==> config.mk <==
export PLATFORM = sky130hd
export DESIGN_NAME = pattern_scan_ctrl
export DESIGN_NICKNAME = d
export VERILOG_FILES = /design/src/rtl/pattern_scan_pkg.sv /design/src/rtl/pattern_scan_ctrl_fsm_sub.sv /design/src/rtl/pattern_scan_ctrl.sv
export SDC_FILE = /design/constraint.sdc
export NUM_CORES = 1
export LEC_CHECK = 0
export ABC_AREA = 1
export ABC_CLOCK_PERIOD_IN_PS = 2680
export CORE_MARGIN = 5
export CORE_UTILIZATION = 35
export DETAILED_ROUTE_END_ITERATION = 6
export HOLD_SLACK_MARGIN = 0.06
export PLACE_DENSITY_LB_ADDON = 0.1
export SLEW_MARGIN = 10
export SYNTH_ARGS = -nofsm -noshare
export SYNTH_HDL_FRONTEND = slang
export SYNTH_HIERARCHICAL = 1
export SYNTH_SLANG_ARGS = --single-unit
export TNS_END_PERCENT = 10
==> constraint.sdc <==
create_clock -name clk -period 2.68 [get_ports clk]
set_input_delay 0.402 -clock clk [delete_from_list [all_inputs] [get_ports clk]]
set_output_delay 0.402 -clock clk [all_outputs]
set_load 0.01 [all_outputs]
==> src/rtl/pattern_scan_pkg.sv <==
// pattern_scan_pkg
//   Shared types and constants for the pattern scanner.
//   - state_t     : controller state encoding (IDLE / SCAN / DONE)
//   - pos_t       : 3-bit scan position, 0..LAST_POS
//   - NUM_POS     : number of 4-bit windows examined per byte
//   - LAST_POS    : final scan position
//   - PATTERN     : 4-bit pattern searched for in each window
//   - pos_onehot  : one-hot result bit for a given position
//   - pos_window  : 4-bit window of a byte for a given position
package pattern_scan_pkg;

  typedef enum logic [1:0] {
    ST_IDLE = 2'd0,
    ST_SCAN = 2'd1,
    ST_DONE = 2'd2
  } state_t;

  typedef logic [2:0] pos_t;

  localparam int         NUM_POS  = 5;
  localparam pos_t       LAST_POS = 3'd4;
  localparam logic [3:0] PATTERN  = 4'b1010;

  // Position 0 looks at the top nibble and reports on bit 4; the last
  // position looks at the bottom nibble and reports on bit 0.
  function automatic logic [7:0] pos_onehot(input pos_t p);
    pos_t sh;
    sh = LAST_POS - p;
    return 8'h01 << sh;
  endfunction

  function automatic logic [3:0] pos_window(input logic [7:0] a, input pos_t p);
    pos_t       sh;
    logic [7:0] shifted;
    sh      = LAST_POS - p;
    shifted = a >> sh;
    return shifted[3:0];
  endfunction

endpackage

==> src/rtl/pattern_scan_ctrl_fsm_sub.sv <==
// fsm_sub
//   Combinational single-position matcher used by pattern_scan_ctrl.
//   Ports:
//     a          in  8  byte being scanned
//     sin        in  3  current scan position
//     b          out 8  one-hot match vector for this position (0 if no match)
//     next_state out 3  position to visit next (wraps to 0 after LAST_POS)
module fsm_sub
  import pattern_scan_pkg::*;
(
  input  logic [7:0] a,
  input  pos_t       sin,
  output logic [7:0] b,
  output pos_t       next_state
);

  always_comb begin
    b          = '0;
    next_state = '0;
    // Positions beyond LAST_POS never occur in normal operation; treat them
    // as a no-match and steer back to position 0.
    if (sin <= LAST_POS) begin
      if (pos_window(a, sin) == PATTERN) begin
        b = pos_onehot(sin);
      end
      if (sin != LAST_POS) begin
        next_state = sin + 3'd1;
      end
    end
  end

endmodule

==> src/rtl/pattern_scan_ctrl.sv <==
// pattern_scan_ctrl
//   Accepts one byte at a time, slides a 4-bit window across it over
//   NUM_POS cycles and reports where PATTERN was found.
//
//   state | meaning
//   ------+---------------------------------------------------------
//   IDLE  | waiting for a byte; in_ready=1
//   SCAN  | one window per cycle, accumulating mask and count
//   DONE  | result presented with out_valid=1 until out_ready
//
//   Ports:
//     clk        in  1  clock, rising edge
//     rst_n      in  1  synchronous active-low reset
//     in_valid   in  1  upstream byte valid
//     in_data    in  8  byte to scan
//     in_ready   out 1  byte can be accepted this cycle
//     out_valid  out 1  result valid
//     out_ready  in  1  downstream accepts result
//     out_mask   out 8  OR of per-position one-hot matches
//     out_count  out 3  number of matching positions
//     out_found  out 1  out_count != 0
//     out_data   out 8  byte that produced the result
module pattern_scan_ctrl
  import pattern_scan_pkg::*;
(
  input  logic       clk,
  input  logic       rst_n,
  input  logic       in_valid,
  input  logic [7:0] in_data,
  output logic       in_ready,
  output logic       out_valid,
  input  logic       out_ready,
  output logic [7:0] out_mask,
  output logic [2:0] out_count,
  output logic       out_found,
  output logic [7:0] out_data
);

  state_t     state_q;
  state_t     state_d;
  pos_t       pos_q;
  logic [7:0] mask_q;
  logic [2:0] count_q;
  logic [7:0] data_q;

  logic [7:0] match_b;
  pos_t       pos_next;
  logic [7:0] mask_acc;
  logic [2:0] count_acc;
  logic       capture;
  logic       finish;

  fsm_sub u_fsm_sub (
    .a          (data_q),
    .sin        (pos_q),
    .b          (match_b),
    .next_state (pos_next)
  );

  // The pattern cannot overlap itself more than three times in a byte, so
  // the 3-bit count cannot wrap.
  assign mask_acc  = mask_q | match_b;
  assign count_acc = count_q + {2'b00, |match_b};

  always_comb begin
    state_d   = state_q;
    in_ready  = 1'b0;
    out_valid = 1'b0;
    capture   = 1'b0;
    finish    = 1'b0;

    case (state_q)
      ST_IDLE: begin
        in_ready = 1'b1;
        if (in_valid) begin
          capture = 1'b1;
          state_d = ST_SCAN;
        end
      end

      ST_SCAN: begin
        if (pos_q == LAST_POS) begin
          finish  = 1'b1;
          state_d = ST_DONE;
        end
      end

      ST_DONE: begin
        out_valid = 1'b1;
        // Retiring and accepting in the same edge keeps throughput at one
        // byte per NUM_POS+1 cycles.
        if (out_ready) begin
          in_ready = 1'b1;
          if (in_valid) begin
            capture = 1'b1;
            state_d = ST_SCAN;
          end else begin
            state_d = ST_IDLE;
          end
        end
      end

      default: begin
        state_d = ST_IDLE;
      end
    endcase

    // Handshake outputs are forced low for as long as reset is held, not
    // only after the reset edge has been sampled.
    if (!rst_n) begin
      in_ready  = 1'b0;
      out_valid = 1'b0;
      capture   = 1'b0;
      finish    = 1'b0;
      state_d   = ST_IDLE;
    end
  end

  always_ff @(posedge clk) begin
    if (!rst_n) begin
      state_q   <= ST_IDLE;
      pos_q     <= '0;
      mask_q    <= '0;
      count_q   <= '0;
      data_q    <= '0;
      out_mask  <= '0;
      out_count <= '0;
      out_found <= 1'b0;
      out_data  <= '0;
    end else begin
      state_q <= state_d;

      if (capture) begin
        data_q  <= in_data;
        pos_q   <= '0;
        mask_q  <= '0;
        count_q <= '0;
      end else if (state_q == ST_SCAN) begin
        mask_q  <= mask_acc;
        count_q <= count_acc;
        pos_q   <= pos_next;
      end

      // Result registers load only when a scan completes, so they keep the
      // previous result while the next byte is being scanned.
      if (finish) begin
        out_mask  <= mask_acc;
        out_count <= count_acc;
        out_found <= (count_acc != 3'd0);
        out_data  <= data_q;
      end
    end
  end

endmodule

Word level (Yosys, flattened, before mapping)
Cells that the tools add are included.
Widths: inputs -> output; s select.
{"block": "totals", "reg_bits": 44, "out_inout_bits": 22}
{"block": "op_classes", "addsub": 3, "n_lt_le_gt_ge": 1, "eq_ne": 8, "shift": 2, "n_mux": 21, "n_bitwise": 2, "n_reduce_logical": 5}
{"op": "$mux 8", "count": 2}
{"op": "$mux 1", "count": 11}
{"op": "$or 8x8->8", "count": 1}
{"op": "$reduce_or 8->1", "count": 1}
{"op": "$shl 1x3->8 const A", "count": 1}
{"op": "$shr 8x3->4", "count": 1}
{"op": "$mux 2", "count": 3}
{"op": "$mux 3", "count": 2}
{"op": "$ne 2x2->1 const B", "count": 3}
{"op": "$pmux 2 s3", "count": 1}
{"op": "$eq 4x4->1 const B", "count": 1}
{"op": "$pmux 1 s2", "count": 2}
{"op": "$add 3x1->3", "count": 1}
{"op": "$add 3x1->3 const B", "count": 1}
{"op": "$eq 3x3->1 const B", "count": 1}
{"op": "$le 3x3->1 const B", "count": 1}
{"op": "$ne 3x3->1 const B", "count": 1}
{"op": "$reduce_and 3->1", "count": 1}
{"op": "$reduce_bool 3->1", "count": 1}
{"op": "$sub 3x3->3 const A", "count": 1}
{"op": "$eq 2x1->1 const B", "count": 1}
{"op": "$eq 2x2->1 const B", "count": 1}
{"op": "$logic_not 2->1", "count": 1}
{"op": "$reduce_or 2->1", "count": 1}
{"op": "$not 1->1", "count": 1}

Depth between registers and ports, before layout
{"block": "logic_depth", "ltp_word": 8, "mapped_depth": 20}

Cells and area by module
Netlist, hierarchy kept.
{"module": "pattern_scan_ctrl", "instances": 1, "cells_each": 232, "area_each_um2": 1679.1, "seq_area_each_um2": 880.8}
{"module": "fsm_sub", "instances": 1, "cells_each": 62, "area_each_um2": 330.3, "seq_area_each_um2": 0.0}

Worst setup path after synthesis
OpenSTA, ideal clock, no wires.
{"block": "synth_timing", "path_kind": "reg2reg", "start": "register pos_q[0]", "end": "register out_found", "setup_ps": 109, "t_arrival_ps": 2462, "path_slack_ps": 109, "stages_incl_launch_ff": 16, "synth_period_minus_slack_ps": 2571, "path_cell_list": "dfxtp_1 -> inv_2 -> ha_1 -> ha_1 -> nor2_1 -> nand2_1 -> nand3_4 -> nor2_1 -> nor4_1 -> nand2_1 -> ha_1 -> ha_1 -> nor2_1 -> nand3_1 -> nand2_1 -> inv_1"}
{"block": "synth_between", "elab_chain_len": 8, "elab_cells_between_ends": 14}
{"element": "start: declaration", "line": "pattern_scan_ctrl.sv:41", "rtl": "pos_t pos_q;"}
{"element": "start signal: assignment", "line": "pattern_scan_ctrl.sv:141", "rtl": "pos_q <= pos_next;"}
{"element": "$sub 3x3->3", "line": "pattern_scan_pkg.sv:28, pattern_scan_pkg.sv:35"}
{"element": "$shr 8x3->4", "line": "pattern_scan_pkg.sv:36", "rtl": "shifted = a >> sh;"}
{"element": "$eq 4x4->1", "line": "pattern_scan_ctrl_fsm_sub.sv:23", "rtl": "if (pos_window(a, sin) == PATTERN) begin"}
{"element": "$mux 8", "line": "pattern_scan_ctrl_fsm_sub.sv:23"}
{"element": "$mux 8 *", "line": "pattern_scan_ctrl_fsm_sub.sv:22", "rtl": "if (sin <= LAST_POS) begin"}
{"element": "named net match_b[5]", "line": "pattern_scan_ctrl.sv:46", "rtl": "logic [7:0] match_b;"}
{"element": "$reduce_or 8->1 *", "line": "pattern_scan_ctrl.sv:63", "rtl": "assign count_acc = count_q + {2'b00, |match_b};"}
{"element": "$add 3x1->3 *", "line": "pattern_scan_ctrl.sv:63"}
{"element": "named net count_acc[1]", "line": "pattern_scan_ctrl.sv:49", "rtl": "logic [2:0] count_acc;"}
{"element": "$reduce_bool 3->1 *", "line": "pattern_scan_ctrl.sv:149", "rtl": "out_found <= (count_acc != 3'd0);"}
{"element": "end signal: assignment", "line": "pattern_scan_ctrl.sv:149"}
{"element": "end: declaration", "line": "pattern_scan_ctrl.sv:35", "rtl": "output logic out_found,"}
The timed path passes the listed nets; every way through them passes the cells marked *.
A chain may end at the register's enable or synchronous reset.

Worst setup path in the final report
Same ends and word-level chain as after synthesis.

==> results_dict.tcl <==
set metrics [dict create \
    power.ir.vdd_worst_mv 0.192 \
    data_arrival_time_at_the_worst_slack_endpoint_ns 2.63 \
    cts_inserted_buffers 5 \
    comb_power_share_pct 10.7 \
    cts-htree-levels 2 \
    critical_path_buf_inv_count 3 \
    seq_power_share_pct 55.2 \
    synth_nets 315 \
    cts_root_buffer "sky130_fd_sc_hd__clkbuf_8" \
    fin_setup_tns_ns 0 \
    grt.overflow.total 0 \
    tritoncts "yes" \
    endpoint_kind "flop" \
    port_buffers 33 \
    critical_path.cell_chain "inv_2, ha_4, ha_4, nor2_1, nand2_1, nand3_4, buf_4, nor2_1, nor4_1, nand2_1, ha_1, ha_1, nor2_1, nand3_1, nand2_1, inv_1" \
    floorplan.die_area_um2 7360 \
    p_per_area_nw_per_um2 469 \
    placedInstanceArea_um2 2460 \
    routed-via-count 1817 \
    area_growth_syn_to_layout_pct 29.5 \
    post_synth_num_cell_types 22 \
    clockPowerShare_pct 34.2 \
    fp.dieH_um 85.8 \
    yosysSeqAreaShare_pct 43.8 \
    diodes_inserted 0 \
    max-clock-path-buffers 2 \
    timing_worst_slew_pin_value_ns 0.766 \
    grt_pass1_vias 1747 \
    yosysWarnings 6 \
    timing.final.hold_violations 0 \
    p_sw_uw 316 \
    clock_insertion_delay_worst_skew_ns 0.30 \
    achievable-frequency_ghz 0.413 \
    layout.cells.most_common "sky130_fd_sc_hd__nand2_1" \
    drc_errors 0 \
    family_with_the_most_delay_on_the_worst_path "simple AND/OR/NAND/NOR gates" \
    dp_cells 401 \
    top_level_ports 34 \
    timing.final.setup_violations 0 \
    avgRoutedWirePerCell_um 11.3 \
    pin_count_of_the_biggest_net_entering_global_routing 23 \
    syn_inst 294 \
    initialDrtViolationCount 76 \
    crit_path_max_incr_delay_ns 0.33 \
    most-common-layout-cells "sky130_fd_sc_hd__nand2_1, sky130_fd_sc_hd__nor2_1, sky130_fd_sc_hd__dfxtp_1" \
    finalCritPeriodShare_pct 90.4 \
    required_ns 2.89 \
    postSynthAreaPerCell_um2 6.83 \
    cts_hold_buf 0 \
    detail_placement_hpwl_um 3340 \
    setup_cp_type "flop to flop" \
    initial_antenna_violation_count 0 \
    number_of_iterations_in_the_first_detailed_routing_pass 4 \
    fin_crit_ns 2.42 \
    num_rows 27 \
    gp_congestion 0.763 \
    run_status "complete, no violations" \
    clk_transition_reported_paths_ns 0.09 \
    worstPathMaxFanout 8 \
    cts_num_sinks 44 \
    post-layout-total-power_uw 1220 \
    layout.nets 358 \
    detail-route-antenna-nets 0 \
    detail_route.wirelength_um 4630 \
    p_int_uw 903 \
    max_cap_violations 0 \
    syn_area_um2 2010 \
    start_kind "flop" \
    power.switching_fraction_pct 25.9 \
    total_leakage_power_uw 0.00104 \
    final_cells 410 \
    grt.total_usage_pct 13.3 \
    die_x_extent_um 85.8 \
    average_via_count_per_standard_cell 4.43 \
    drive_gt1_share_pct 10.1 \
    num-fill-cells 607 \
    grt_first_pass_wirelength_um 7780 \
    yosys_register_bits 44 \
    report.final.slew_viol_count 0 \
    start_util_pct 36.3 \
    min-delay-path-class "flop to flop" \
    final_cell_area_um2 2600 \
    finClkSkew_ns 0.00719 \
    timing.max_slew.rel_slack_pct 48.8 \
    core_area_um2 5540 \
    worst_hold_slack_ns 0.448 \
    worst_path_max_delay_cell "sky130_fd_sc_hd__dfxtp_2" \
]
-- timing repair --
item | CTS | global route
endpoints found under the setup margin | 0 | 3
setup buffers | 0 | 1
gates resized for setup | 0 | 9
-- cell type report --
| type | instances | area [um2] | share of cell area (%) |
|---|---|---|---|
| clock buffers | 7 | 76.3 | 2.93 |
| clock inverters | 1 | 8.76 | 0.337 |
| inverters | 41 | 154 | 5.91 |
| multi-input cells | 200 | 970 | 37.3 |
| flip-flops and latches | 44 | 883 | 33.9 |
| well taps | 72 | 90.1 | 3.46 |
| repair buffers | 45 | 420 | 16.2 |
-- synthesized netlist by cell type, drive strengths merged --
cell / count / area (um2)
nand4: 1 / 6.26
nor3: 3 / 15.0
clkbuf: 2 / 7.51
buf: 7 / 40.0
nand3: 13 / 77.6
xnor2: 1 / 8.76
and3: 1 / 6.26
nand3b: 1 / 11.3
inv: 41 / 154
nand2: 89 / 337
nor4: 2 / 12.5
dfxtp: 44 / 881
nor2: 48 / 180
ha: 9 / 113
o21ai: 17 / 85.1
a21oi: 15 / 75.1
-- power groups by stage --
stage	clock network, uW	logic, uW	registers [uW]
after floorplan	0	79.4	688
after global placement	0	124	688
after detailed placement	0	124	688
after CTS	432	125	673
after global routing	459	148	675
final	417	130	673
-- flip-flops by register name (all words and copies together) (netlist names) --
name       cells
out_data       8
pos_q          3
out_found      1
out_mask       8
data_q         8
out_count      3
state_q        2
mask_q         8
count_q        3
-- final timing paths --
path,startpoint,end,slack (ns),depth (start not counted)
min reg2reg,mask_q[5],mask_q[5],0.45,2
min,mask_q[5],mask_q[5],0.45,2
max reg2reg,pos_q[0],out_found,0.26,16
max,pos_q[0],out_found,0.26,16
-- metrics by stage --
stage	setup slack (ns)	utilization, %
3_3_place_gp	0.171	44.5
6_report	0.257	47.0
3_5_place_dp	0.158	44.5
2_1_floorplan	0.109	-
5_1_grt	-0.0100	47.0
4_1_cts	0.148	46.0
-- metal layers --
layer,global-route usage [%],share of wire (%),wire [um]
met3,3.84,5.7,262
met2,22.5,47,2170
met5,0,0,0
met4,4.32,0.99,46
met1,16.0,47,2160
-- tightest hold or removal path: cells and delay by family, from the launching register on --
kind            cells  cell delay [ns]
compound gates      1             0.05
buf+inv             1             0.05
flops               1             0.31
-- kinds of logic after synthesis --
kind of cell | Yosys count | share of synthesized area, %
adders and majority gates | 9 | 5.60
DFF | 44 | 43.8
xor gates and xnor gates | 1 | 0.436
and+or+nand+nor | 158 | 32.1
buffers and inverters | 50 | 10.0
AOI/OAI and AO/OA | 32 | 7.97
No activity file was read; power rests on OpenSTA's default activity.
